$ cat src/rtl/riscv_lsu_pkg.sv
// Shared types and constants for the RV32I load/store unit: FSM states,
// byte-enable patterns, load/store funct3 encodings and request legality.
package riscv_lsu_pkg;

    localparam int NB_BE = 4;

    localparam logic [NB_BE-1:0] BE_BYTE = 4'b0001;
    localparam logic [NB_BE-1:0] BE_HALF = 4'b0011;
    localparam logic [NB_BE-1:0] BE_WORD = 4'b1111;

    typedef enum logic [1:0] {
        IDLE = 2'd0,
        REQ  = 2'd1,
        DONE = 2'd2
    } lsu_state_t;

    typedef enum logic [2:0] {
        LD_LB  = 3'b000,
        LD_LH  = 3'b001,
        LD_LW  = 3'b010,
        LD_LBU = 3'b100,
        LD_LHU = 3'b101
    } load_funct3_t;

    typedef enum logic [2:0] {
        ST_SB = 3'b000,
        ST_SH = 3'b001,
        ST_SW = 3'b010
    } store_funct3_t;

    // A request is legal when it is exactly one of load/store, uses a defined
    // width encoding and is naturally aligned for that width.
    function automatic logic lsu_req_legal(input logic       rd,
                                           input logic       wr,
                                           input logic [2:0] funct3,
                                           input logic [1:0] off);
        logic ok;
        ok = 1'b0;
        if (rd && wr) begin
            ok = 1'b0;
        end else if (rd) begin
            case (funct3)
                LD_LB, LD_LBU: ok = 1'b1;
                LD_LH, LD_LHU: ok = ~off[0];
                LD_LW:         ok = (off == 2'b00);
                default:       ok = 1'b0;
            endcase
        end else if (wr) begin
            case (funct3)
                ST_SB:   ok = 1'b1;
                ST_SH:   ok = ~off[0];
                ST_SW:   ok = (off == 2'b00);
                default: ok = 1'b0;
            endcase
        end
        return ok;
    endfunction

endpackage

$ cat src/rtl/riscv_lsu_align.sv
// Combinational lane logic: store byte enables / lane replication and
// load extraction with sign or zero extension.
module riscv_lsu_align
    import riscv_lsu_pkg::*;
#(
    parameter int NB_WORD = 32
) (
    input  logic [2:0]         st_funct3,
    input  logic [1:0]         st_off,
    input  logic [NB_WORD-1:0] st_data,
    output logic [NB_BE-1:0]   st_be,
    output logic [NB_WORD-1:0] st_lane_data,
    input  logic [2:0]         ld_funct3,
    input  logic [1:0]         ld_off,
    input  logic [NB_WORD-1:0] ld_word,
    output logic [NB_WORD-1:0] ld_data
);

    logic [NB_WORD-1:0] ld_shift;

    always_comb begin
        st_be        = BE_WORD;
        st_lane_data = st_data;
        case (st_funct3)
            ST_SB: begin
                st_be        = BE_BYTE << st_off;
                st_lane_data = {(NB_WORD/8){st_data[7:0]}};
            end
            ST_SH: begin
                st_be        = BE_HALF << {st_off[1], 1'b0};
                st_lane_data = {(NB_WORD/16){st_data[15:0]}};
            end
            default: begin
                st_be        = BE_WORD;
                st_lane_data = st_data;
            end
        endcase
    end

    assign ld_shift = ld_word >> {ld_off, 3'b000};

    always_comb begin
        ld_data = ld_word;
        case (ld_funct3)
            LD_LB:   ld_data = {{(NB_WORD-8){ld_shift[7]}}, ld_shift[7:0]};
            LD_LH:   ld_data = {{(NB_WORD-16){ld_shift[15]}}, ld_shift[15:0]};
            LD_LBU:  ld_data = {{(NB_WORD-8){1'b0}}, ld_shift[7:0]};
            LD_LHU:  ld_data = {{(NB_WORD-16){1'b0}}, ld_shift[15:0]};
            default: ld_data = ld_word;
        endcase
    end

endmodule

$ cat src/rtl/riscv_lsu.sv
// MEM-stage load/store unit with req/ack data-memory handshake and stall.
// Optional REQ watchdog enabled by defining RISCV_LSU_TIMEOUT_EN.
//
// state | meaning
// IDLE  | waiting for a MEM-stage access; illegal ones fault here
// REQ   | o_mem_req held with stable addr/we/be/wdata until ack
// DONE  | one cycle: load result registered, o_rdata_valid pulses
module riscv_lsu
    import riscv_lsu_pkg::*;
#(
    parameter int NB_WORD        = 32,
    parameter int NB_ADDR        = 16,
    parameter int TIMEOUT_CYCLES = 255
) (
    input  logic               i_clock,
    input  logic               i_reset,
    input  logic               i_valid,
    input  logic               i_dmem_rd,
    input  logic               i_dmem_wr,
    input  logic [2:0]         i_funct3,
    input  logic [NB_ADDR-1:0] i_addr,
    input  logic [NB_WORD-1:0] i_wdata,
    output logic               o_stall,
    output logic [NB_WORD-1:0] o_rdata,
    output logic               o_rdata_valid,
    output logic               o_fault,
    output logic               o_mem_req,
    output logic               o_mem_we,
    output logic [NB_ADDR-1:0] o_mem_addr,
    output logic [NB_BE-1:0]   o_mem_be,
    output logic [NB_WORD-1:0] o_mem_wdata,
    input  logic               i_mem_ack,
    input  logic [NB_WORD-1:0] i_mem_rdata
);

    lsu_state_t         state;
    logic               req_seen;
    logic               req_legal;
    logic [2:0]         ld_funct3_q;
    logic [1:0]         ld_off_q;
    logic [NB_BE-1:0]   st_be;
    logic [NB_WORD-1:0] st_lane_data;
    logic [NB_WORD-1:0] ld_data;

`ifdef RISCV_LSU_TIMEOUT_EN
    localparam int NB_TMO = ($clog2(TIMEOUT_CYCLES + 1) > 8) ? $clog2(TIMEOUT_CYCLES + 1) : 8;
    logic [NB_TMO-1:0] tmo_cnt;
`else
    logic unused_tmo_cfg;
    assign unused_tmo_cfg = ^TIMEOUT_CYCLES;
`endif

    assign req_seen  = i_valid & (i_dmem_rd | i_dmem_wr);
    assign req_legal = lsu_req_legal(i_dmem_rd, i_dmem_wr, i_funct3, i_addr[1:0]);

    assign o_stall = (state == REQ) | ((state == IDLE) & req_seen & req_legal);

    // Store lanes come from the live request; load extraction uses the
    // funct3/offset captured at accept, applied to the word returned with ack.
    riscv_lsu_align #(
        .NB_WORD (NB_WORD)
    ) u_align (
        .st_funct3    (i_funct3),
        .st_off       (i_addr[1:0]),
        .st_data      (i_wdata),
        .st_be        (st_be),
        .st_lane_data (st_lane_data),
        .ld_funct3    (ld_funct3_q),
        .ld_off       (ld_off_q),
        .ld_word      (i_mem_rdata),
        .ld_data      (ld_data)
    );

    always_ff @(posedge i_clock) begin
        if (i_reset) begin
            state         <= IDLE;
            o_rdata       <= '0;
            o_rdata_valid <= 1'b0;
            o_fault       <= 1'b0;
            o_mem_req     <= 1'b0;
            o_mem_we      <= 1'b0;
            o_mem_addr    <= '0;
            o_mem_be      <= '0;
            o_mem_wdata   <= '0;
            ld_funct3_q   <= '0;
            ld_off_q      <= '0;
`ifdef RISCV_LSU_TIMEOUT_EN
            tmo_cnt       <= '0;
`endif
        end else begin
            o_fault       <= 1'b0;
            o_rdata_valid <= 1'b0;
            case (state)
                IDLE: begin
                    if (req_seen) begin
                        if (req_legal) begin
                            state       <= REQ;
                            o_mem_req   <= 1'b1;
                            o_mem_we    <= i_dmem_wr;
                            o_mem_addr  <= {i_addr[NB_ADDR-1:2], 2'b00};
                            o_mem_be    <= i_dmem_wr ? st_be : BE_WORD;
                            o_mem_wdata <= st_lane_data;
                            ld_funct3_q <= i_funct3;
                            ld_off_q    <= i_addr[1:0];
`ifdef RISCV_LSU_TIMEOUT_EN
                            tmo_cnt     <= '0;
`endif
                        end else begin
                            o_fault <= 1'b1;
                        end
                    end
                end
                REQ: begin
                    if (i_mem_ack) begin
                        state     <= DONE;
                        o_mem_req <= 1'b0;
                        if (!o_mem_we) begin
                            o_rdata       <= ld_data;
                            o_rdata_valid <= 1'b1;
                        end
                    end
`ifdef RISCV_LSU_TIMEOUT_EN
                    else if (tmo_cnt == NB_TMO'(TIMEOUT_CYCLES - 1)) begin
                        state     <= IDLE;
                        o_mem_req <= 1'b0;
                        o_fault   <= 1'b1;
                    end else begin
                        tmo_cnt <= tmo_cnt + 1'b1;
                    end
`endif
                end
                DONE: begin
                    state <= IDLE;
                end
                default: begin
                    state     <= IDLE;
                    o_mem_req <= 1'b0;
                end
            endcase
        end
    end

endmodule
$ cat config.mk
export PLATFORM = sky130hd
export DESIGN_NAME = riscv_lsu
export DESIGN_NICKNAME = d
export VERILOG_FILES = /design/src/rtl/riscv_lsu_pkg.sv /design/src/rtl/riscv_lsu_align.sv /design/src/rtl/riscv_lsu.sv
export SDC_FILE = /design/constraint.sdc
export NUM_CORES = 1
export LEC_CHECK = 0
export ABC_AREA = 1
export BUFFER_PORTS_ARGS = -buffer_cell sky130_fd_sc_hd__buf_4
export CAP_MARGIN = 20
export CORE_AREA = 2 2 80 140
export CTS_CLUSTER_SIZE = 20
export DETAILED_ROUTE_END_ITERATION = 7
export DIE_AREA = 0 0 82 142
export PLACE_DENSITY_LB_ADDON = 0.15
export SLEW_MARGIN = 20
export SYNTH_ARGS = -nofsm -noshare
export SYNTH_HDL_FRONTEND = slang
export SYNTH_SLANG_ARGS = --single-unit
$ cat constraint.sdc
create_clock -name i_clock -period 1.9 [get_ports i_clock]
set_clock_uncertainty 0.05 [all_clocks]
set_input_delay 0.285 -clock i_clock [delete_from_list [all_inputs] [get_ports i_clock]]
set_output_delay 0.285 -clock i_clock [all_outputs]
set_load 0.05 [all_outputs]
# Word level (Yosys, flattened, before mapping)
# Cells that the tools add are included.
# word_totals
ff_bits,93
latchBits,0
ram_bits,0
mem_bits_ro,0
inputBits,89
output_inout_bits,89
wordCells,70
n_memories,0
# classes
add_sub_neg,0
multipliers,0
n_div,0
n_lt_le_gt_ge,0
n_eq_ne,12
shifts,3
muxes,19
bitwise_logic,12
reduce_logical,13
# op_table
operator,n
one-hot mux 32 bit (4 select lines),1
one-hot mux 32 bit (2 select lines),1
>> shifter 32 x 5 -> 16 bit,1
== test 3 bit (second input constant),4
one-hot mux 1 bit (3 select lines),3
AND reduction 3 bit,3
2-to-1 mux 1 bit,8
one-hot mux 4 bit (2 select lines),1
inverter 1 bit,7
== test 3 x 1 -> 1 bit (second input constant),2
logical NOT 3 bit,2
2-to-1 mux 2 bit,3
!= test 2 bit (second input constant),3
OR reduction 3 bit,2
logical NOT 2 bit,2
2-to-1 mux 4 bit,1
one-hot mux 2 bit (2 select lines),1
AND reduction 4 bit,1
OR reduction 2 bit,2
left shift 1 x 2 -> 4 bit (first input constant),1
left shift 2 x 2 -> 4 bit (first input constant),1
AND 1 bit,3
== test 3 x 2 -> 1 bit (second input constant),1
== test 2 x 1 -> 1 bit (second input constant),1
other kinds (3),4

# Logic depth before layout (Yosys ltp)
# depth
depth_word,8
depth_mapped,10
mapped_depth_nobuf,8

# Modules after synthesis
# From an unflattened synthesis, not the netlist that was laid out.
# unflattened
cells_unflattened,743
hier_area_um2,4902.2
# by_module_without_submodules
module,n_inst,cells_per_inst,area_each_um2,seq_area_each_um2
riscv_lsu,1,440,3469.6,1861.8
riscv_lsu_align,1,303,1432.6,0.0

# Least setup slack after synthesis
# Ideal clock, no wire load.
# synth_path
kind,in2out
startpoint,input port i_addr[0]
endpoint,output port o_stall
arrival_time_ns,1.420
required_time_ns,1.565
path_slack_ns,0.145
cell_stages,7
path_buffers,2
path_cell_list,nor2_1 nand2_1 nand2_1 nand3_2 buf_4 buf_6 nand2_1
# synth_between
elab_chain_len,7
elab_cells_between_ends,9
cone_classes,mux: 5; bitwise: 3; reduce/logical: 1
# synth_rtl
element,line_no,rtl
from (decl),riscv_lsu.sv:21,"input logic [NB_ADDR-1:0] i_addr,"
logical NOT 2 bit / inverter 1 bit (equally long branches),n/a,
one-hot mux 1 bit (3 select lines),riscv_lsu_pkg.sv:49,case (funct3)
2-to-1 mux 1 bit,riscv_lsu_pkg.sv:48,end else if (wr) begin
2-to-1 mux 1 bit *,riscv_lsu_pkg.sv:41,end else if (rd) begin
2-to-1 mux 1 bit *,riscv_lsu_pkg.sv:39,if (rd && wr) begin
AND 1 bit *,riscv_lsu.sv:56,assign o_stall = (state == REQ) | ((state == IDLE) & req_seen & req_legal);
bitwise OR 1 bit *,riscv_lsu.sv:56,
to (decl),riscv_lsu.sv:23,"output logic o_stall,"
# Mark *: on every way between the ends. The rest lies on a longest branch, timed or not.

# Worst setup path in the final report
# layout_path
startpoint,register state[0]
endpoint,output port o_stall
# layout_between
elab_chain_len,4
elab_cells_between_ends,5
cone_classes,eq/ne: 1; bitwise: 3; reduce/logical: 1
# layout_rtl
element,line_no,rtl
from (decl),riscv_lsu.sv:36,lsu_state_t state;
from (signal assigned),riscv_lsu.sv:76,state <= IDLE;
from (signal assigned),riscv_lsu.sv:97,state <= REQ;
from (signal assigned),riscv_lsu.sv:115,state <= DONE;
logical NOT 2 bit,riscv_lsu.sv:56,
AND 1 bit (2 in series),riscv_lsu.sv:56,
bitwise OR 1 bit *,riscv_lsu.sv:56,
# Marked as above.

==> metrics.yaml <==
timing:
  finalSetupViolations: 0
  finalCriticalPeriod_ps: 1770
  max_freq_mhz: 564
  relSlewSlack: 0.623
  rsz0062_at_grt: "false"
  finalMaxSlewViolations: 0
  fin_setup_tns_ps: 0
  worst_pin_slew_ps: 561
  finalHoldViolations: 0
  period_share: 0.933
clock_network:
  cts_tree: "built"
  clk_latency_ps: 340
  cts_setup_buffers: 0
  clock_path_buffers: 2
  clockRootBuffer: "clkbuf_16"
  clkSinkCount: 93
  cts.reportedPaths.clkPinSlew_ps: 70
  numCtsBuffers: 9
  cts_max_level: 3
floorplanning:
  ioPinCount: 178
  core_um2: 10500
  initial_core_util: 0.443
  die-area_um2: 11600
  rows: 50
  die-width_um: 82
  dieHeight_um: 142
power:
  p_sw_mw: 1.39
  p_sw_frac: 0.285
  intPower_mw: 3.48
  ir_drop_v: 0.000443
  powerDensity_nw_per_um2: 759
  pwr-share-seq: 0.418
  p_leak_nw: 3.27
  p_comb_frac: 0.180
  pwr-share-clk: 0.402
status:
  status: "finished clean"
cells_and_area:
  fillers: 1040
  seq_area_um2: 1860
  multi_input_area_um2: 2310
  fin_util: 0.610
  fin_nets: 992
  drive_gt1_frac: 0.239
  diodes: 0
  areaGrowthSynthToFinish_pct: 37.7
detailed_routing:
  met1Wirelength_um: 5360
  wl_met3_um: 1050
  drt_iter0_drc: 354
  drt_first_pass_iters: 5
  wl_per_cell_um: 14.4
  drc_errors: 0
  wl_met2_um: 7800
  antenna_left: 0
  avgViaCountPerCell: 5.10
  top_layer_used: "met4"
  wl_um: 14900
  num_vias: 5298
yosys:
  netlist_area_um2: 4650
  syn_inst: 745
  seq_area_frac_synth: 0.400
  ys_types: 23
  ys_seq_elements: 93
  avgSynthCellArea_um2: 6.24
  yosys_warnings: 0
worst_setup_path:
  cp_slowest_cell: "dfxtp_1"
  crit_type: "flip-flop to output pin"
  cp-end-kind: "output pin"
  cp_data_arrival_time_ps: 1440
  cpMostUsedCell: "nand2_1"
  cp_cell_sequence: "inv_1 -> nand2_1 -> nor2_2 -> nand3_4 -> nand2_1 -> buf_4"
  cp.required_ps: 1560
  cp_slowest_stage_delay_ps: 310
  cp-start-kind: "flip-flop"
  path_max_fanout: 12
  r2r-start: "ld_off_q[1]"
  cp_top_family: "simple AND/OR/NAND/NOR gates"
  path_buf_inv: 2
  crit_start: "state[0]"
placed_design:
  io_buffer_count: 175
  gp_congestion: 0.905
  hpwlAfterDp_um: 11200
worst_hold_path:
  hp-class: "primary input to flip-flop"
  min_from: "i_funct3[1]"
grt:
  antenna_found_initial: 0
  grt_pass1_wl_um: 23000
  grt-ovfl-total: 0
  grt_pass1_vias: 4959
  grt_max_degree: 54
  grtUsageTotal: 0.255
run:
  drv_cap: 0
==> area by class of cell <==
class	instances	share of cell area
clock buffers	10	0.0357
clock inverters	6	0.0150
inverters	70	0.0410
multi-input cells	535	0.361
flip-flops and latches	93	0.291
well taps	130	0.0254
repair buffers	194	0.231
==> cells by family (layout without fill, tap and decap cells) <==
kind of cell,Yosys count,count (layout),synth area share
and+or+nand+nor,413,413,0.363
other,1,2,0.000806
AOI/OAI and AO/OA,120,120,0.130
DFF,93,93,0.400
buffers and inverters,118,280,0.107
==> cells in the mapped netlist <==
cell,count,area share
nand2_1,242,0.20
o21ai_1,1,0.0011
nor3_2,1,0.0022
nor3_1,2,0.0022
dfxtp_1,93,0.40
nor2_1,111,0.090
a21oi_1,44,0.047
clkinv_1,2,0.0016
clkbuf_1,24,0.019
conb_1,1,0.00081
inv_2,1,0.00081
nor2_2,2,0.0027
buf_2,18,0.019
nand4_1,33,0.044
nand3_1,19,0.020
nand3_2,1,0.0022
inv_1,67,0.054
a21oi_2,1,0.0019
buf_4,4,0.0065
buf_6,2,0.0048
o21ai_0,74,0.080
nor2_4,1,0.0024
nand2_2,1,0.0013
==> worst reg2reg max path: stages (launching register included) <==
cell     delay, ps
dfxtp_1        330
inv_1          170
nor2_2         330
nand2_1         90
nand2_1        100
nand2_1         60
nand2_2        240
o21ai_0        150
inv_1           60
==> power groups by stage <==
stage | Sequential, mW | Combinational, mW | Clock [mW]
2_1_floorplan | 2.24 | 0.353 | 0
3_3_place_gp | 2.08 | 0.863 | 0
3_5_place_dp | 2.08 | 0.872 | 0
4_1_cts | 2.03 | 0.876 | 1.99
5_1_grt | 2.04 | 0.955 | 2.06
6_report | 2.03 | 0.878 | 1.95
==> registers in the layout, indices dropped and copies added, names as in the netlist <==
register / flops
ld_funct3_q: 3
ld_off_q: 2
o_fault: 1
o_mem_addr: 14
o_mem_be: 4
o_mem_req: 1
o_mem_wdata: 32
o_mem_we: 1
o_rdata: 32
o_rdata_valid: 1
state: 2
==> through the flow <==
step,hold slack (ps),worst slack (ps),power (mW),std cells,instance area (µm²)
3_3_place_gp,401,208,2.94,1022,6070
3_5_place_dp,403,180,2.95,1022,6070
4_1_cts,154,15.8,4.90,1038,6400
5_1_grt,178,37.6,5.05,1038,6410
6_report,167,127,4.86,1038,6410
2_1_floorplan,370,145,2.59,746,4660
==> final timing paths <==
path / cells past startpoint / slack (ps) / end
worst max-delay path: 6 / 130 / o_stall
worst min-delay path: 3 / 170 / ld_funct3_q[1]
worst max register to register: 8 / 260 / o_rdata[26]
worst min register to register: 2 / 410 / o_mem_wdata[2]
==> routing by layer <==
metal | vias to the layer above | track usage
met3 | 53 | 0.0444
met5 | - | 0
met4 | 0 | 0.138
met1 | 2374 | 0.275
li1 | 2655 | -
met2 | 216 | 0.456
==> layout by cell type, fill, tap and decap left out <==
cell type / instances
bufinv_16: 2
clkinv_1: 2
nand3_1: 19
clkinvlp_4: 1
nor3_4: 1
inv_2: 1
clkinv_4: 2
nand2_1: 242
nor2_2: 2
nor2_4: 1
nand2_2: 1
a21oi_1: 44
inv_1: 67
o21ai_1: 1
a21oi_2: 1
nor3_1: 2
inv_8: 1
dfxtp_1: 93
nor2_1: 111
clkbuf_16: 9
o21ai_0: 74
conb_1: 2
buf_4: 192
nand4_1: 33
clkbuf_1: 1
buf_12: 2
nand3_4: 1
==> timing repair <==
item / CTS / global route
hold buffers: 0 / 0
resized for setup: 0 / 1
endpoints found under the setup margin: 0 / 1
Power figures use the tool's default switching activity.
